`config.mk`:
```
export PLATFORM = sky130hd
export DESIGN_NAME = seq_alu_engine_flat
export DESIGN_NICKNAME = d
export VERILOG_FILES = /design/src/rtl/seq_alu_pkg.sv /design/src/rtl/seq_alu_if.sv /design/src/rtl/seq_alu_ops.sv /design/src/rtl/seq_alu_engine.sv /design/src/flat_wrapper.sv
export SDC_FILE = /design/constraint.sdc
export NUM_CORES = 2
export LEC_CHECK = 0
export BUFFER_PORTS_ARGS = -buffer_cell sky130_fd_sc_hd__buf_2
export CAP_MARGIN = 25
export CELL_PAD_IN_SITES_DETAIL_PLACEMENT = 0
export CELL_PAD_IN_SITES_GLOBAL_PLACEMENT = 2
export CORE_MARGIN = 3
export CORE_UTILIZATION = 30
export DETAILED_ROUTE_END_ITERATION = 12
export GPL_TIMING_DRIVEN = 0
export PLACE_DENSITY_LB_ADDON = 0.1
export REMOVE_ABC_BUFFERS = 1
export SYNTH_ARGS = -nofsm -noshare
export SYNTH_HDL_FRONTEND = slang
export SYNTH_SLANG_ARGS = --single-unit
```
`constraint.sdc`:
```
create_clock -name clk -period 16.7 [get_ports clk]
set_input_delay 1.67 -clock clk [delete_from_list [all_inputs] [get_ports clk]]
set_output_delay 1.67 -clock clk [all_outputs]
set_load 0.03 [all_outputs]
```
`src/rtl/seq_alu_pkg.sv`:
```
// rtl/seq_alu_pkg.sv - shared types for the sequenced accumulator ALU
// Purpose: FSM state and opcode enumerations used by the engine, its
//          interface and the combinational op unit.
// Ports:   none (package)
package seq_alu_pkg;

   typedef enum logic [1:0] {
      IDLE   = 2'd0,
      LOAD   = 2'd1,
      EXEC   = 2'd2,
      UNLOAD = 2'd3
   } state_t;

   typedef enum logic [2:0] {
      OP_MASK = 3'd0,
      OP_XADD = 3'd1,
      OP_ABSX = 3'd2,
      OP_MINC = 3'd3,
      OP_MAXS = 3'd4,
      OP_SATA = 3'd5,
      OP_AVGO = 3'd6,
      OP_ROTX = 3'd7
   } op_t;

endpackage

```
`src/rtl/seq_alu_if.sv`:
```
// rtl/seq_alu_if.sv - host-side handshake bundle of the sequenced accumulator ALU
// Purpose: groups control, operand, opcode and result handshakes.
// Ports:   master = host (drives start/abort/in_*/op_*/out_ready),
//          slave  = engine (drives ready/valid/result/status).
interface seq_alu_if
   import seq_alu_pkg::*;
#(
   parameter int W = 4
);
   logic         start;
   logic         abort;
   logic         in_valid;
   logic         in_ready;
   logic [W-1:0] in_a;
   logic [W-1:0] in_b;
   logic         op_valid;
   logic         op_ready;
   logic [2:0]   op_code;
   logic         op_last;
   logic         out_valid;
   logic         out_ready;
   logic [W-1:0] out_data;
   logic         out_last;
   logic         busy;
   logic         err;
   state_t       state_res;

   modport master (
      output start, abort, in_valid, in_a, in_b, op_valid, op_code, op_last, out_ready,
      input  in_ready, op_ready, out_valid, out_data, out_last, busy, err, state_res
   );

   modport slave (
      input  start, abort, in_valid, in_a, in_b, op_valid, op_code, op_last, out_ready,
      output in_ready, op_ready, out_valid, out_data, out_last, busy, err, state_res
   );
endinterface

```
`src/rtl/seq_alu_ops.sv`:
```
// rtl/seq_alu_ops.sv - combinational next-accumulator function unit
// Purpose: computes the next accumulator value for all eight opcodes.
// Ports:   op_code (opcode), a/b (operands), acc (current accumulator),
//          acc_nx (next accumulator).
module seq_alu_ops
   import seq_alu_pkg::*;
#(
   parameter int N = 64
)(
   input  op_t          op_code,
   input  logic [N-1:0] a,
   input  logic [N-1:0] b,
   input  logic [N-1:0] acc,
   output logic [N-1:0] acc_nx
);
   localparam int H = N / 2;

   logic         a_lt_b;
   logic [H-1:0] min_lo;
   logic [N-1:0] max_ab;
   logic [N-1:0] abs_diff;
   logic [N:0]   sum_wide;
   logic [N-1:0] sum_sat;
   logic [N-1:0] rot_a;

   always_comb begin
      a_lt_b   = (a < b);
      min_lo   = a_lt_b ? a[H-1:0] : b[H-1:0];
      max_ab   = a_lt_b ? b : a;
      abs_diff = a_lt_b ? (b - a) : (a - b);
      // Carry out of the N+1 bit sum selects the all-ones clamp
      sum_wide = {1'b0, a} + {1'b0, b};
      sum_sat  = sum_wide[N] ? {N{1'b1}} : sum_wide[N-1:0];
      rot_a    = {a[N-2:0], a[N-1]};

      acc_nx = acc;
      case (op_code)
         OP_MASK: acc_nx = (a & b) | acc;
         OP_XADD: acc_nx = (a ^ b) + acc;
         OP_ABSX: acc_nx = abs_diff ^ acc;
         OP_MINC: acc_nx = {acc[N-1:H], min_lo};
         OP_MAXS: acc_nx = max_ab + (acc << 1);
         OP_SATA: acc_nx = sum_sat & acc;
         // Overflow-free floor average of a and b
         OP_AVGO: acc_nx = ((a & b) + ((a ^ b) >> 1)) | acc;
         OP_ROTX: acc_nx = rot_a ^ b ^ acc;
         default: acc_nx = acc;
      endcase
   end
endmodule

```
`src/rtl/seq_alu_engine.sv`:
```
// rtl/seq_alu_engine.sv - sliced operand load, opcode sequence, sliced result unload
// Purpose: loads A/B as W-bit slices, applies up to MAX_OPS opcodes to an
//          N-bit accumulator, returns the result as W-bit slices.
// Ports:   clk, rst (sync active-high), bus (seq_alu_if.slave: start/abort,
//          in_* load stream, op_* opcode stream, out_* result stream,
//          busy/err/state_res status).
module seq_alu_engine
   import seq_alu_pkg::*;
#(
   parameter int N       = 64,
   parameter int W       = 4,
   parameter int MAX_OPS = 8
)(
   input  logic      clk,
   input  logic      rst,
   seq_alu_if.slave  bus
);
   localparam int SLICES = N / W;
   localparam int CW     = $clog2(SLICES);
   localparam int OW     = $clog2(MAX_OPS + 1);
   localparam logic [CW-1:0] CNT_LAST = CW'(SLICES - 1);
   localparam logic [OW-1:0] OPS_LAST = OW'(MAX_OPS - 1);

   state_t        state, state_nx;
   logic [N-1:0]  a_q, b_q, acc_q, acc_nx;
   logic [CW-1:0] cnt;
   logic [OW-1:0] ops;
   logic          err_q;
   logic          cnt_wrap;
   logic          load_fire, op_fire, out_fire;

   assign cnt_wrap = (cnt == CNT_LAST);

   seq_alu_ops #(.N(N)) u_ops (
      .op_code (op_t'(bus.op_code)),
      .a       (a_q),
      .b       (b_q),
      .acc     (acc_q),
      .acc_nx  (acc_nx)
   );

   always_ff @(posedge clk) begin
      if (rst) state <= IDLE;
      else     state <= state_nx;
   end

   // Abort suppresses every beat in its cycle, so fire strobes are gated here
   always_comb begin
      state_nx  = state;
      load_fire = 1'b0;
      op_fire   = 1'b0;
      out_fire  = 1'b0;
      case (state)
         IDLE: begin
            if (bus.start) state_nx = LOAD;
         end
         LOAD: begin
            if (bus.abort) state_nx = IDLE;
            else if (bus.in_valid) begin
               load_fire = 1'b1;
               if (cnt_wrap) state_nx = EXEC;
            end
         end
         EXEC: begin
            if (bus.abort) state_nx = IDLE;
            else if (bus.op_valid) begin
               op_fire = 1'b1;
               if (bus.op_last || ops == OPS_LAST) state_nx = UNLOAD;
            end
         end
         UNLOAD: begin
            if (bus.abort) state_nx = IDLE;
            else if (bus.out_ready) begin
               out_fire = 1'b1;
               if (cnt_wrap) state_nx = IDLE;
            end
         end
         default: state_nx = IDLE;
      endcase
   end

   always_ff @(posedge clk) begin
      if (rst) begin
         a_q   <= '0;
         b_q   <= '0;
         acc_q <= '0;
         cnt   <= '0;
         ops   <= '0;
         err_q <= 1'b0;
      end else begin
         if (state == IDLE && bus.start) begin
            a_q   <= '0;
            b_q   <= '0;
            acc_q <= '0;
            cnt   <= '0;
            ops   <= '0;
            err_q <= 1'b0;
         end
         if (load_fire) begin
            a_q[cnt*W +: W] <= bus.in_a;
            b_q[cnt*W +: W] <= bus.in_b;
         end
         // The same slice counter walks the load and then the unload
         if (load_fire || out_fire)
            cnt <= cnt_wrap ? '0 : cnt + CW'(1);
         if (op_fire) begin
            acc_q <= acc_nx;
            ops   <= ops + OW'(1);
            if (!bus.op_last && ops == OPS_LAST) err_q <= 1'b1;
         end
      end
   end

   assign bus.in_ready  = (state == LOAD);
   assign bus.op_ready  = (state == EXEC);
   assign bus.out_valid = (state == UNLOAD);
   assign bus.out_data  = (state == UNLOAD) ? acc_q[cnt*W +: W] : '0;
   assign bus.out_last  = (state == UNLOAD) && cnt_wrap;
   assign bus.busy      = (state != IDLE);
   assign bus.err       = err_q;
   assign bus.state_res = state;
endmodule

```
`src/flat_wrapper.sv`:
```
// flat-port wrapper written by rule: the top's interface ports become plain ports
module seq_alu_engine_flat import seq_alu_pkg::*;
#(
   parameter int N       = 64,
   parameter int W       = 4,
   parameter int MAX_OPS = 8
)
  (clk, rst, bus_start, bus_abort, bus_in_valid, bus_in_a, bus_in_b, bus_op_valid, bus_op_code, bus_op_last, bus_out_ready, bus_in_ready, bus_op_ready, bus_out_valid, bus_out_data, bus_out_last, bus_busy, bus_err, bus_state_res);
  seq_alu_if #(.W(W)) bus_i ();
  input  logic clk;
  input  logic rst;
  input wire logic [$bits(bus_i.start)-1:0] bus_start;
  input wire logic [$bits(bus_i.abort)-1:0] bus_abort;
  input wire logic [$bits(bus_i.in_valid)-1:0] bus_in_valid;
  input wire logic [$bits(bus_i.in_a)-1:0] bus_in_a;
  input wire logic [$bits(bus_i.in_b)-1:0] bus_in_b;
  input wire logic [$bits(bus_i.op_valid)-1:0] bus_op_valid;
  input wire logic [$bits(bus_i.op_code)-1:0] bus_op_code;
  input wire logic [$bits(bus_i.op_last)-1:0] bus_op_last;
  input wire logic [$bits(bus_i.out_ready)-1:0] bus_out_ready;
  output wire logic [$bits(bus_i.in_ready)-1:0] bus_in_ready;
  output wire logic [$bits(bus_i.op_ready)-1:0] bus_op_ready;
  output wire logic [$bits(bus_i.out_valid)-1:0] bus_out_valid;
  output wire logic [$bits(bus_i.out_data)-1:0] bus_out_data;
  output wire logic [$bits(bus_i.out_last)-1:0] bus_out_last;
  output wire logic [$bits(bus_i.busy)-1:0] bus_busy;
  output wire logic [$bits(bus_i.err)-1:0] bus_err;
  output wire logic [$bits(bus_i.state_res)-1:0] bus_state_res;
  assign bus_i.start = bus_start;
  assign bus_i.abort = bus_abort;
  assign bus_i.in_valid = bus_in_valid;
  assign bus_i.in_a = bus_in_a;
  assign bus_i.in_b = bus_in_b;
  assign bus_i.op_valid = bus_op_valid;
  assign bus_i.op_code = bus_op_code;
  assign bus_i.op_last = bus_op_last;
  assign bus_i.out_ready = bus_out_ready;
  assign bus_in_ready = bus_i.in_ready;
  assign bus_op_ready = bus_i.op_ready;
  assign bus_out_valid = bus_i.out_valid;
  assign bus_out_data = bus_i.out_data;
  assign bus_out_last = bus_i.out_last;
  assign bus_busy = bus_i.busy;
  assign bus_err = bus_i.err;
  assign bus_state_res = bus_i.state_res;
  seq_alu_engine #(.N(N), .W(W), .MAX_OPS(MAX_OPS)) u_core (.clk(clk), .rst(rst), .bus(bus_i));
endmodule
```
# --- After elaboration in Yosys (flattened, before gate mapping) ---
# Cells that the tools add are included.
totals:
  regBits: 203
  input_bits: 19
  output_inout_bits: 12
op_classes:
  add_sub_neg: 9
  n_lt_le_gt_ge: 1
  eq_ne: 20
  n_shift: 4
  n_mux: 43
  n_bitwise: 8
  reduce_logical: 13
ops:
  columns: ["cell", "n"]
  rows:
  - ["2-to-1 mux 64 bit", 11]
  - ["case mux 64 bit (8 select lines)", 1]
  - ["XOR 64 bit", 4]
  - ["adder 64 bit", 2]
  - ["bitwise AND 64 bit", 2]
  - ["bitwise mux 64 bit", 2]
  - ["bitwise OR 64 bit", 2]
  - ["indexed part select 4 x 34 -> 64 bit", 2]
  - ["subtractor 64 bit", 2]
  - ["adder 64 x 64 -> 65 bit", 1]
  - ["adder 64 x 63 -> 64 bit", 1]
  - ["< comparator 64 bit", 1]
  - ["variable shift 4 x 34 -> 64 bit (first input constant)", 1]
  - ["indexed part select 64 x 7 -> 4 bit", 1]
  - ["negation 6 -> 34 bit", 1]
  - ["2-to-1 mux 32 bit", 1]
  - ["2-to-1 mux 2 bit", 10]
  - ["2-to-1 mux 4 bit", 5]
  - ["equality test 3 bit (second input constant)", 4]
  - ["2-to-1 mux 1 bit", 12]
  - ["!= test 3 x 2 -> 1 bit (second input constant)", 3]
  - ["!= test 3 bit (second input constant)", 3]
  - ["adder 4 x 1 -> 4 bit (second input constant)", 2]
  - ["case mux 2 bit (4 select lines)", 1]
  - ["15 further kinds", 23]

# --- Depth between registers and ports, before layout ---
logic_depth:
  depth_word: 6
  depth_mapped: 33
  ltp_nobuf: 27

# --- Cells and area by module ---
# A second synthesis with hierarchy kept.
unflattened:
  hier_cells: 5457
  hier_area_um2: 38087.8
modules_own_cells:
  columns: ["mod", "n_inst", "cells_per_inst", "area_per_inst_um2"]
  rows:
  - ["seq_alu_ops", 1, 4516, 29507.0]
  - ["seq_alu_engine", 1, 941, 8580.7]

# --- Worst setup path after synthesis ---
# OpenSTA, ideal clock, no wires.
synth_path:
  path_type: "register to register"
  start: "register u_core.b_q[55]"
  end: "register u_core.acc_q[53]"
  arrival_time_ns: 6.359
  t_required_ns: 16.578
  slack_ns: 10.219
  path_stages_with_launch: 33
  path_buffers: 7
  path_cell_list: "dfxtp_1 inv_1 ha_1 buf_4 a21o_1 a21oi_2 a21boi_2 o41ai_2 a221oi_4 and2_1 buf_6 buf_6 buf_6 buf_2 buf_2 buf_1 nand2_1 o21ai_0 ha_1 inv_1 fa_1 nand2b_1 a21oi_1 o32ai_1 o21ai_0 a21oi_1 o31a_1 o21ai_1 xor2_1 a221oi_1 o21ai_0 a221o_1 o311a_1"
synth_via:
  elab_chain_len: 5
  word_cells_on_any_way: 10
  cone_classes: "add/sub (2); order compare (1); mux (5); bitwise (2)"
synth_rtl:
  columns: ["item", "line_no", "source"]
  rows:
  - ["start: declaration", "seq_alu_engine.sv:25", "logic [N-1:0] a_q, b_q, acc_q, acc_nx;"]
  - ["start signal: indexed assignment", "seq_alu_engine.sv:101", "b_q[cnt*W +: W] <= bus.in_b;"]
  - ["< comparator 64 bit or adder 64 x 64 -> 65 bit (tied branches)", "seq_alu_ops.sv:27, seq_alu_ops.sv:32", null]
  - ["2-to-1 mux 64 bit, on equally long branches", "seq_alu_ops.sv:29, seq_alu_ops.sv:30, seq_alu_ops.sv:33", null]
  - ["adder 64 bit, or another cell as far along", "seq_alu_ops.sv:42", "OP_MAXS: acc_nx = max_ab + (acc << 1);"]
  - ["case mux 64 bit (8 select lines) (*)", "seq_alu_ops.sv:37", "case (op_code)"]
  - ["2-to-1 mux 64 bit (*)", "seq_alu_engine.sv:106", "if (op_fire) begin"]
  - ["end signal: assignment", "seq_alu_engine.sv:107", "acc_q <= acc_nx;"]
  - ["end: declaration", "seq_alu_engine.sv:25", null]
# Every way passes the cells marked *; elsewhere a longest branch is shown, timed or not.
# A chain may end at the register's enable or synchronous reset.

# --- Worst setup path in the final report ---
layout_path:
  start: "register u_core.b_q[50]"
  end: "register u_core.acc_q[58]"
layout_via:
  elab_chain_len: 5
  word_cells_on_any_way: 17
  cone_classes: "add/sub (6); order compare (1); mux (5); bitwise (5)"
layout_rtl:
  columns: ["item", "line_no", "source"]
  rows:
  - ["< comparator 64 bit, or another cell as far along", "seq_alu_ops.sv:27", "a_lt_b = (a < b);"]
  - ["2-to-1 mux 64 bit, or another cell as far along", "seq_alu_ops.sv:29", "max_ab = a_lt_b ? b : a;"]
  - ["adder 64 bit, or another cell as far along", "seq_alu_ops.sv:42", null]
  - ["case mux 64 bit (8 select lines) (*)", "seq_alu_ops.sv:37", null]
  - ["2-to-1 mux 64 bit (*)", "seq_alu_engine.sv:106", null]
# Marked as above.

==> results.yml <==
timing:
  report.final.slew_viol_count: 0
  fmax_mhz: 93.77
  fin_skew_ns: 0.03091
  min_period_ns: 10.66
  rsz0062_at_grt: "false"
  worst-slew-pin-transition_ns: 1.323
  setup_ws_ns: 6.036
  relSlewSlack: 0.1183
  fin_crit_sh: 0.6386
  finalHoldViolations: 0
  setup_viol_count_final: 0
cts:
  htree_levels: 2
  cts_tree: "done"
  root_buffer: "clkbuf_16"
  holdBufCountCts: 0
  clk_pin_slew_ns: 0.06
  cts_buffers: 34
  worstSkewPairLatency_ns: 0.61
  clock_tree.buffer_depth: 3
  ctsResizeCount: 0
  cts_setup_buffers: 0
  cts.sinks: 203
cells_and_area:
  final_core_util: 0.3318
  drive_gt1_frac: 0.05466
  nets: 5841
  nFillCells: 13822
  area_growth_pct: 8.955
logic_synthesis:
  yosys.area.top_type_share: 0.1319
  ys_ff_latch: 203
  ys_types: 104
  synth_cells: 5526
  synth-async-reset-ratio: 0
  ys_seq_area_frac: 0.1071
  syn_area_per_cell_um2: 6.867
  synth_flop_cell: "dfxtp_1"
  yosys.area.top_type: "ha_1"
  synth_edf_count: 0
  synth_area_leaders: "ha_1 13%, dfxtp_1 11%, a21oi_1 8.9%, xnor2_1 6.2%, nor2_1 5.9%"
  yosysWarnings: 0
  synth_area_um2: 37950
placed_design:
  post-place-ws_ns: 6.358
  post-dp-hpwl_mm: 192.9
  place_congestion: 1.011
  port_buffers: 30
route:
  drc: 0
  routedWlPerCell_um: 33.91
  drtIter0Drc: 5313
  vias: 44143
  ant_nets: 0
  first_pass_iters: 9
  totalWireLength_mm: 238.1
  vias_per_cell: 6.287
critical_path:
  cp-end-kind: "flop"
  r2r_cells: 25
  path_buf_inv: 5
  critPathMaxStageDelay_ns: 1.10
  cp-start-kind: "flop"
  critical-path-slowest-cell: "a221oi_1"
  worstPathMaxFanout: 80
  worst-endpoint-required_ns: 17.15
  worstSetupPathType: "flop to flop"
  cp.arrival_ns: 11.11
  critical_path_depth: 25
  crit_family: "compound AO/OA/AOI/OAI gates"
global_routing:
  grtUsageTotal: 0.3478
  grt-busiest-layer: "met2"
  grt_use_met3: 0.05387
  antenna_found_initial: 22
  grt_pass1_wl_mm: 326.8
  grt_util_met2: 0.5258
  grt_pass1_vias: 40903
  grt_max_degree: 114
  gr-usage-met1: 0.5006
  globalRoute.totalOverflow: 0
power_and_ir_drop:
  cellLeakagePower_nw: 17.38
  seq_power_share: 0.304
  p_total_mw: 1.631
  comb_power_share: 0.216
  power.density_nw_per_um2: 39.45
  intPower_mw: 1.033
  switching_share: 0.3667
  clockPowerShare: 0.480
  ir_drop_mv: 0.05974
  switchingPower_uw: 598.2
min_path:
  hold_path_depth: 2
  hold_path_class: "flop to flop"
floorplanning:
  num_rows: 129
  io_pins: 31
  core_um2: 124600
  die_w_um: 361.7
  die_h_um: 361.7
  dieArea_um2: 130800
  start_util: 0.3046
status:
  outcome: "finished clean"
flow_run:
  maxCapViolCount: 0
-- Yosys cell counts (14+ instances only) --
cell,count
o31ai_1,44
and2_1,43
nor4_1,34
nand4_1,96
or3_1,22
ha_1,400
nand2_1,558
dfxtp_1,203
and3_1,35
o21ai_1,29
xor2_1,118
a21boi_0,22
nand3_1,146
fa_1,68
o22ai_1,37
o2111ai_1,19
o211ai_1,92
mux4_2,20
o21bai_1,70
mux2i_1,50
clkbuf_1,196
a211o_1,15
inv_1,277
a21o_1,115
nor2_1,600
o21a_1,47
a21oi_1,677
a211oi_1,47
or2_2,16
nand2b_1,33
xnor2_1,267
buf_2,67
nor3_1,91
a31oi_1,170
o221ai_1,41
a2111oi_0,14
a221oi_1,38
nor2b_1,35
o21ai_0,421
buf_1,21
-- logic make-up after synthesis --
logic type,Yosys count,synth area share
mux,79,0.02773
fa+ha+maj,468,0.1678
simple gates,1763,0.2096
compound gates,2044,0.3376
xor+xnor,385,0.08886
flops,203,0.1071
buf+inv,584,0.06139
-- through the flow --
step	instance area [um2]	setup TNS, ns	std cells	hold WS, ns
floorplan	36690	0	5226	0.4800
global placement	38880	-16.64	6893	0.4672
detailed placement	40180	0	6952	0.4797
CTS	41310	0	7013	0.4954
global route	41340	0	7017	0.5438
finish	41350	0	7021	0.4947
-- state kept, by name, summed over array words and instances, names as in the netlist --
name and count:
u_core.b_q 64, u_core.ops 4, u_core.bus.state_res 2, u_core.bus.err 1
u_core.acc_q 64, u_core.cnt 4, u_core.a_q 64
-- layout by cell type (no fill, tap or decap), types with 47 or more instances in the layout --
| cell | instances |
|---|---|
| dfxtp_1 | 201 |
| xor2_1 | 118 |
| fa_1 | 68 |
| o211ai_1 | 92 |
| mux2i_1 | 50 |
| o21ai_0 | 421 |
| a21oi_1 | 676 |
| a211oi_1 | 47 |
| nor2_1 | 585 |
| nand2_1 | 548 |
| nand4_1 | 96 |
| ha_1 | 400 |
| xnor2_1 | 267 |
| a21o_1 | 115 |
| a31oi_1 | 170 |
| inv_1 | 277 |
| nor3_1 | 89 |
| nand3_1 | 144 |
| o21bai_1 | 70 |
-- metal layers --
layer | vias to the layer above | part of all wire | wire (um)
met1 | 22017 | 0.45 | 108100
met5 | - | 0.00018 | 44
met4 | 6 | 0.037 | 8694
li1 | 19781 | - | -
met2 | 2031 | 0.42 | 101100
met3 | 308 | 0.084 | 20080
-- area by class of cell --
| cell class | instances | area (um2) | share of cell area |
|---|---|---|---|
| Inverter | 284 | 1066 | 0.02578 |
| Clock inverter | 18 | 200.2 | 0.004842 |
| Tap cell | 1637 | 2048 | 0.04954 |
| Clock buffer | 43 | 934.6 | 0.02260 |
| Sequential cell | 203 | 4066 | 0.09835 |
| Timing Repair Buffer | 92 | 1274 | 0.03081 |
| Antenna cell | 5 | 12.51 | 0.0003026 |
| Multi-Input combinational cell | 4739 | 31750 | 0.7678 |
-- path summary, 6_finish.rpt --
check | from | end | slack, ns
max reg2reg | u_core.b_q[50]$_SDFF_PP0_ | u_core.acc_q[58]$_SDFFE_PP0P_ | 6.04
max | u_core.b_q[50]$_SDFF_PP0_ | u_core.acc_q[58]$_SDFFE_PP0P_ | 6.04
min | u_core.bus.err$_SDFF_PP0_ | u_core.bus.err$_SDFF_PP0_ | 0.49
min reg2reg | u_core.bus.err$_SDFF_PP0_ | u_core.bus.err$_SDFF_PP0_ | 0.49
-- power groups by stage --
stage | clock network, mW | registers, mW | logic [mW]
after floorplan | 0 | 0.503 | 0.160
after global placement | 0 | 0.507 | 0.316
after detailed placement | 0 | 0.506 | 0.339
after CTS | 0.797 | 0.495 | 0.340
after global routing | 0.802 | 0.495 | 0.361
final | 0.784 | 0.495 | 0.352
-- worst register-to-register path: stages (launching register included) --
cell and delay (ns):
dfxtp_1 0.71, inv_1 0.11, ha_1 0.64, nand2_1 0.22, nor2_1 0.50, nand2_1 0.14
o41ai_2 0.83, a221oi_4 0.33, buf_8 0.25, and2_4 0.39, buf_16 0.36, o21ai_0 0.54
ha_1 0.36, a21oi_1 0.31, o211ai_1 0.18, a221oi_1 1.10, a31oi_1 0.49, a22oi_1 0.96
o311ai_2 0.18, buf_4 0.23, o21ai_0 0.66, xnor2_1 0.15, a22oi_1 0.47, inv_1 0.10
a31oi_1 0.19, o31ai_1 0.09
No activity file was read; power rests on OpenSTA's default activity.
